### src/rtl/ctrl_mem_write_pp_pkg.sv
// Shared types and constants for the ping-pong operand-memory write controller.
package mem_ctrl_pkg;

  typedef enum logic [1:0] {
    BUF_EMPTY   = 2'd0,
    BUF_FILLING = 2'd1,
    BUF_FULL    = 2'd2
  } buf_state_t;

  localparam int NUM_BUFS = 2;

  // Width needed to hold a fill length of 0..mem_size inclusive.
  function automatic int len_width(input int mem_size);
    return $clog2(mem_size + 1);
  endfunction

endpackage

### src/rtl/ctrl_mem_write_pp_if.sv
// Stream, memory-write, buffer-status and release signals of the ping-pong write controller.
interface ctrl_mem_write_pp_if #(
  parameter int DATA_WIDTH = 16,
  parameter int ADDR_WIDTH = 3,
  parameter int LEN_WIDTH  = 4
);
  import mem_ctrl_pkg::*;

  logic                           s_valid;
  logic [DATA_WIDTH-1:0]          s_data;
  logic                           s_last;
  logic                           s_ready;
  logic                           mem_wr_en;
  logic                           mem_wr_sel;
  logic [ADDR_WIDTH-1:0]          mem_wr_addr;
  logic [DATA_WIDTH-1:0]          mem_wr_data;
  logic [NUM_BUFS-1:0]            buf_full;
  logic [NUM_BUFS*LEN_WIDTH-1:0]  buf_len;
  logic                           rel_valid;
  logic                           rel_idx;
  logic [LEN_WIDTH-1:0]           wr_count;

  modport master (
    output s_valid, s_data, s_last, rel_valid, rel_idx,
    input  s_ready, mem_wr_en, mem_wr_sel, mem_wr_addr, mem_wr_data,
           buf_full, buf_len, wr_count
  );

  modport slave (
    input  s_valid, s_data, s_last, rel_valid, rel_idx,
    output s_ready, mem_wr_en, mem_wr_sel, mem_wr_addr, mem_wr_data,
           buf_full, buf_len, wr_count
  );

endinterface

### src/rtl/ctrl_mem_write_pp_buf_state_tracker.sv
// Lifecycle of one operand buffer: EMPTY -> FILLING -> FULL -> EMPTY, plus its fill length.
module buf_state_tracker
  import mem_ctrl_pkg::*;
#(
  parameter int LEN_WIDTH = 4
) (
  input  logic                 clk,
  input  logic                 reset,
  input  logic                 start,
  input  logic                 close,
  input  logic [LEN_WIDTH-1:0] close_len,
  input  logic                 release_req,
  output buf_state_t           state,
  output logic                 full,
  output logic [LEN_WIDTH-1:0] len
);

  // NOTE: non-blocking assignments keep every tracker and the top-level
  // pointer working from the same pre-edge values within a cycle.
  always_ff @(posedge clk) begin
    if (reset) begin
      state <= BUF_EMPTY;
      len   <= '0;
    end else if (close) begin
      // A single-word frame closes straight from EMPTY, so close wins over start.
      state <= BUF_FULL;
      len   <= close_len;
    end else if (start && state == BUF_EMPTY) begin
      state <= BUF_FILLING;
    end else if (release_req && state == BUF_FULL) begin
      state <= BUF_EMPTY;
    end
  end

  assign full = (state == BUF_FULL);

endmodule

### src/rtl/ctrl_mem_write_pp.sv
// Ping-pong write controller: streams words alternately into two buffers and hands them to compute.
module ctrl_mem_write_pp
  import mem_ctrl_pkg::*;
#(
  parameter int DATA_WIDTH = 16,
  parameter int MEM_SIZE   = 8,
  parameter int ADDR_WIDTH = $clog2(MEM_SIZE),
  parameter int LEN_WIDTH  = len_width(MEM_SIZE)
) (
  input  logic               clk,
  input  logic               reset,
  ctrl_mem_write_pp_if.slave bus
);

  logic                 wr_sel;
  logic [ADDR_WIDTH-1:0] addr;
  logic                 accept;
  logic                 close;
  logic [LEN_WIDTH-1:0] close_len;
  buf_state_t           state [NUM_BUFS];
  logic [NUM_BUFS-1:0]  full;
  logic [LEN_WIDTH-1:0] len   [NUM_BUFS];

  // Ready comes only from registered buffer state, never from s_valid.
  assign bus.s_ready = (state[wr_sel] != BUF_FULL);
  assign accept      = bus.s_valid & bus.s_ready;
  assign close       = accept & ((addr == ADDR_WIDTH'(MEM_SIZE - 1)) | bus.s_last);
  assign close_len   = LEN_WIDTH'(addr) + LEN_WIDTH'(1);

  always_ff @(posedge clk) begin
    if (reset) begin
      wr_sel <= 1'b0;
      addr   <= '0;
    end else if (close) begin
      wr_sel <= ~wr_sel;
      addr   <= '0;
    end else if (accept) begin
      addr <= addr + ADDR_WIDTH'(1);
    end
  end

  for (genvar g = 0; g < NUM_BUFS; g++) begin : g_buf
    buf_state_tracker #(.LEN_WIDTH(LEN_WIDTH)) u_tracker (
      .clk         (clk),
      .reset       (reset),
      .start       (accept && (wr_sel == 1'(g))),
      .close       (close && (wr_sel == 1'(g))),
      .close_len   (close_len),
      .release_req (bus.rel_valid && (bus.rel_idx == 1'(g))),
      .state       (state[g]),
      .full        (full[g]),
      .len         (len[g])
    );
    assign bus.buf_len[g*LEN_WIDTH +: LEN_WIDTH] = len[g];
  end

  assign bus.mem_wr_en   = accept;
  assign bus.mem_wr_sel  = wr_sel;
  assign bus.mem_wr_addr = addr;
  assign bus.mem_wr_data = bus.s_data;
  assign bus.buf_full    = full;
  assign bus.wr_count    = LEN_WIDTH'(addr);

endmodule

### src/flat_wrapper.sv
// flat-port wrapper written by rule: the top's interface ports become plain ports
module ctrl_mem_write_pp_flat import mem_ctrl_pkg::*;
#(
  parameter int DATA_WIDTH = 16,
  parameter int MEM_SIZE   = 8,
  parameter int ADDR_WIDTH = $clog2(MEM_SIZE),
  parameter int LEN_WIDTH  = len_width(MEM_SIZE)
)
  (clk, reset, bus_s_valid, bus_s_data, bus_s_last, bus_rel_valid, bus_rel_idx, bus_s_ready, bus_mem_wr_en, bus_mem_wr_sel, bus_mem_wr_addr, bus_mem_wr_data, bus_buf_full, bus_buf_len, bus_wr_count);
  ctrl_mem_write_pp_if #(.DATA_WIDTH(DATA_WIDTH), .ADDR_WIDTH(ADDR_WIDTH), .LEN_WIDTH(LEN_WIDTH)) bus_i ();
  input  logic clk;
  input  logic reset;
  input wire logic [$bits(bus_i.s_valid)-1:0] bus_s_valid;
  input wire logic [$bits(bus_i.s_data)-1:0] bus_s_data;
  input wire logic [$bits(bus_i.s_last)-1:0] bus_s_last;
  input wire logic [$bits(bus_i.rel_valid)-1:0] bus_rel_valid;
  input wire logic [$bits(bus_i.rel_idx)-1:0] bus_rel_idx;
  output wire logic [$bits(bus_i.s_ready)-1:0] bus_s_ready;
  output wire logic [$bits(bus_i.mem_wr_en)-1:0] bus_mem_wr_en;
  output wire logic [$bits(bus_i.mem_wr_sel)-1:0] bus_mem_wr_sel;
  output wire logic [$bits(bus_i.mem_wr_addr)-1:0] bus_mem_wr_addr;
  output wire logic [$bits(bus_i.mem_wr_data)-1:0] bus_mem_wr_data;
  output wire logic [$bits(bus_i.buf_full)-1:0] bus_buf_full;
  output wire logic [$bits(bus_i.buf_len)-1:0] bus_buf_len;
  output wire logic [$bits(bus_i.wr_count)-1:0] bus_wr_count;
  assign bus_i.s_valid = bus_s_valid;
  assign bus_i.s_data = bus_s_data;
  assign bus_i.s_last = bus_s_last;
  assign bus_i.rel_valid = bus_rel_valid;
  assign bus_i.rel_idx = bus_rel_idx;
  assign bus_s_ready = bus_i.s_ready;
  assign bus_mem_wr_en = bus_i.mem_wr_en;
  assign bus_mem_wr_sel = bus_i.mem_wr_sel;
  assign bus_mem_wr_addr = bus_i.mem_wr_addr;
  assign bus_mem_wr_data = bus_i.mem_wr_data;
  assign bus_buf_full = bus_i.buf_full;
  assign bus_buf_len = bus_i.buf_len;
  assign bus_wr_count = bus_i.wr_count;
  ctrl_mem_write_pp #(.DATA_WIDTH(DATA_WIDTH), .MEM_SIZE(MEM_SIZE), .ADDR_WIDTH(ADDR_WIDTH), .LEN_WIDTH(LEN_WIDTH)) u_core (.clk(clk), .reset(reset), .bus(bus_i));
endmodule
### config.mk
export PLATFORM = sky130hd
export DESIGN_NAME = ctrl_mem_write_pp_flat
export DESIGN_NICKNAME = d
export VERILOG_FILES = /design/src/rtl/ctrl_mem_write_pp_pkg.sv /design/src/rtl/ctrl_mem_write_pp_if.sv /design/src/rtl/ctrl_mem_write_pp_buf_state_tracker.sv /design/src/rtl/ctrl_mem_write_pp.sv /design/src/flat_wrapper.sv
export SDC_FILE = /design/constraint.sdc
export NUM_CORES = 1
export LEC_CHECK = 0
export ABC_AREA = 1
export CAP_MARGIN = 40
export CORE_MARGIN = 4
export CORE_UTILIZATION = 39
export CTS_BUF_LIST = sky130_fd_sc_hd__clkbuf_16
export CTS_CLUSTER_DIAMETER = 150
export DETAILED_ROUTE_END_ITERATION = 10
export GPL_ROUTABILITY_DRIVEN = 0
export PLACE_DENSITY_LB_ADDON = 0.3
export SYNTH_ARGS = -nofsm -noshare
export SYNTH_HDL_FRONTEND = slang
export SYNTH_SLANG_ARGS = --single-unit
### constraint.sdc
create_clock -name clk -period 2.28 [get_ports clk]
set_clock_uncertainty 0.15 [all_clocks]
set_input_delay 0.456 -clock clk [delete_from_list [all_inputs] [get_ports clk]]
set_output_delay 0.456 -clock clk [all_outputs]
set_load 0.005 [all_outputs]
==> out/qor.yml <==
power:
  p_switching_mw: 0.184
  power_density_nw_per_um2: 693
  clockPowerShare_pct: 42.5
  sw_frac_of_total_pct: 23.4
  pwr-share-seq_pct: 39.8
  ir_worst_vdd_mv: 0.528
  intPower_mw: 0.602
  total_power_mw: 0.786
  p_leak_nw: 0.474
  comb_power_share_pct: 17.7
timing:
  final-hold-violation-count: 0
  drv_slew: 0
  setup_viol: 0
  holdWs_ns: 0.331
  fin_crit_ns: 2.11
  timing.fmax_mhz: 475
  final.setup.tns_ns: 0
  setup_ws_ns: 0.173
  rsz0062_at_grt: "no"
  finalCritPeriodShare_pct: 92.4
clocking:
  insertion_delay_ns: 0.24
  clk_pin_slew_ns: 0.05
  cts.path.max_buffers: 2
  cts.root.buffer_cell: "clkbuf_16"
  cts_setup_buffers: 0
  cts_tree: "built"
  holdBufCountCts: 0
  htreeDepth: 1
  cts_made_buffers: 3
  cts_sinks: 16
yosys:
  yosysWarnings: 0
  async_flop_share_pct: 0
  synthFlopType: "dfxtp_1"
  synthTopCellsByArea: "dfxtp_1 34%, buf_4 18%, nor2_1 8.8%, nand2_1 7.2%, nand3_1 4.8%"
  synthTopCellsByCount: "22 x buf_4, 22 x nor2_1, 18 x nand2_1"
  syn_area_per_cell_um2: 7.67
  synthesis.nets: 146
  synth.ff_latch_count: 16
  synth_cells: 122
  synth_top_area_cell: "dfxtp_1"
  synth_edf_count: 0
  synth_top_area_share_pct: 34.2
  yosysSeqAreaShare_pct: 34.2
  synth_cell_types: 23
  synth_area_um2: 936
placement:
  placed_area_um2: 1050
  port_buffers: 24
  dp_hpwl_um: 1350
  place_ws_ns: 0.0298
  placed_cells: 154
final_layout:
  drive_gt1_share_pct: 14.6
  fillers: 225
  final_cells: 158
  final_cell_area_um2: 1130
  n_antenna_cell: 0
  layout.nets: 155
  syn2layout_area_growth_pct: 21.3
  fin_util_pct: 50.3
drt:
  drt_first_pass_iters: 3
  via_count: 714
  dr.max_layer_used: "met4"
  drt_iter0_drc: 14
  wl_met3_um: 132
  drc: 0
  drt_wl_total_um: 1780
  detailroute.wirelength.met2_um: 815
  vias_per_cell: 4.52
  drt-met1-wl_um: 789
  ant_nets: 0
  wl_per_cell_um: 11.3
die:
  die_x_um: 57.0
  ios: 58
  die_h_um: 57.0
  die_area_um2: 3250
  num_rows: 17
  core_um2: 2250
  start_util_pct: 41.5
worst_setup_path:
  endpoint_kind: "primary output"
  crit_fanout: 8
  critPathBufInv: 3
  cpMostUsedCell: "nand3_4"
  required_ns: 1.67
  cpLargestDelayFamily: "buffers and inverters"
  crit_path_cell_trace: "inv_6 -> nand3_4 -> nand3_4 -> inv_1 -> clkdlybuf4s50_1"
  startpoint_type: "flop"
  crit_arrival_ns: 1.50
  slowest_stage: "clkdlybuf4s50_1"
  max_stage_delay_ns: 0.50
  critPathKind: "reg2out"
global_route:
  grt_pass1_vias: 717
  grt_first_pass_wirelength_um: 3060
  antenna_found_initial: 0
  grtUsageTotal_pct: 12.0
  grt_overflow_total: 0
  grt_max_degree: 12
worst_hold_path:
  min_path_type: "reg2reg"
outcome:
  run_status: "completed"
job:
  cap_violations: 0
worst register-to-register path, cell delays in order, from the launching register on:
cell	delay, ns
dfxtp_1	0.39
ha_1	0.24
ha_1	0.17
nor2_1	0.20
inv_1	0.09
nand4_2	0.13
nor2_2	0.08
nor2_1	0.13
nor2_2	0.05
layer usage:
layer  track usage (%)  vias to the layer above
met5                 0                        -
li1                  -                      373
met2              19.9                       22
met4              6.29                        0
met1              13.7                      312
met3              3.85                        7
cell families (layout without fill, tap and decap cells):
kind of cell	count (synthesis)	count (layout)	share of synthesized area (%)
compound gates	7	7	4.28
xor+xnor	1	1	0.936
other cells	1	1	0.401
flops	16	16	34.2
buf+inv	35	43	25.0
fa+ha+maj	2	2	2.67
simple gates	60	60	32.5
layout make-up:
| cell class | count | area [um2] | area share, % |
|---|---|---|---|
| well taps | 28 | 35.0 | 3.09 |
| inverters | 11 | 46.3 | 4.08 |
| flip-flops and latches | 16 | 320 | 28.2 |
| multi-input cells | 71 | 382 | 33.6 |
| clock inverters | 1 | 3.75 | 0.331 |
| repair buffers | 28 | 273 | 24.0 |
| clock buffers | 3 | 75.1 | 6.62 |
sequential cells by signal (all words and copies together) (netlist names):
| register | flops |
|---|---|
| u_core.g_buf.u_tracker.state | 4 |
| u_core.g_buf.u_tracker.len | 8 |
| u_core.bus.mem_wr_sel | 1 |
| u_core.bus.mem_wr_addr | 3 |
repair_timing:
| item | CTS | global route |
|---|---|---|
| gates resized for setup | 0 | 1 |
| hold endpoints to repair | 0 | 0 |
| endpoints found under the setup margin | 0 | 1 |
placed cells by master (no fill, tap or decap):
cell type        count
clkdlybuf4s50_1     23
nor2_1              22
nand2_1             18
dfxtp_1             16
inv_1                9
nand3_1              9
a21oi_1              4
buf_4                4
nor2_2               3
clkbuf_16            3
nand3_4              2
nand3_2              2
clkinv_1             2
ha_1                 2
inv_6                1
nor2_4               1
nand4_2              1
xor2_1               1
nand2_2              1
o21ai_0              1
a21oi_2              1
a31oi_1              1
nor3_1               1
conb_1               1
dlymetal6s2s_1       1
power by group through the flow:
stage	Clock, mW	Combinational, mW	Sequential, mW
after floorplan	0	0.105	0.316
after global placement	0	0.137	0.317
after detailed placement	0	0.139	0.318
after CTS	0.341	0.141	0.313
after global routing	0.360	0.154	0.316
final	0.334	0.139	0.313
final timing paths:
kind | startpoint | endpoint | depth (start not counted) | slack [ns]
worst min register to register | u_core.g_buf[0].u_tracker.len[2]$_SDFFE_PP0P_ | u_core.g_buf[0].u_tracker.len[2]$_SDFFE_PP0P_ | 2 | 0.33
worst max-delay path | u_core.bus.mem_wr_sel$_SDFFE_PP0N_ | bus_mem_wr_en | 5 | 0.17
worst min-delay path | u_core.g_buf[0].u_tracker.len[2]$_SDFFE_PP0P_ | u_core.g_buf[0].u_tracker.len[2]$_SDFFE_PP0P_ | 2 | 0.33
worst max register to register | u_core.bus.mem_wr_addr[0]$_SDFFE_PP0N_ | u_core.g_buf[0].u_tracker.len[0]$_SDFFE_PP0P_ | 8 | 0.54
(Power assumes the default switching activity.)
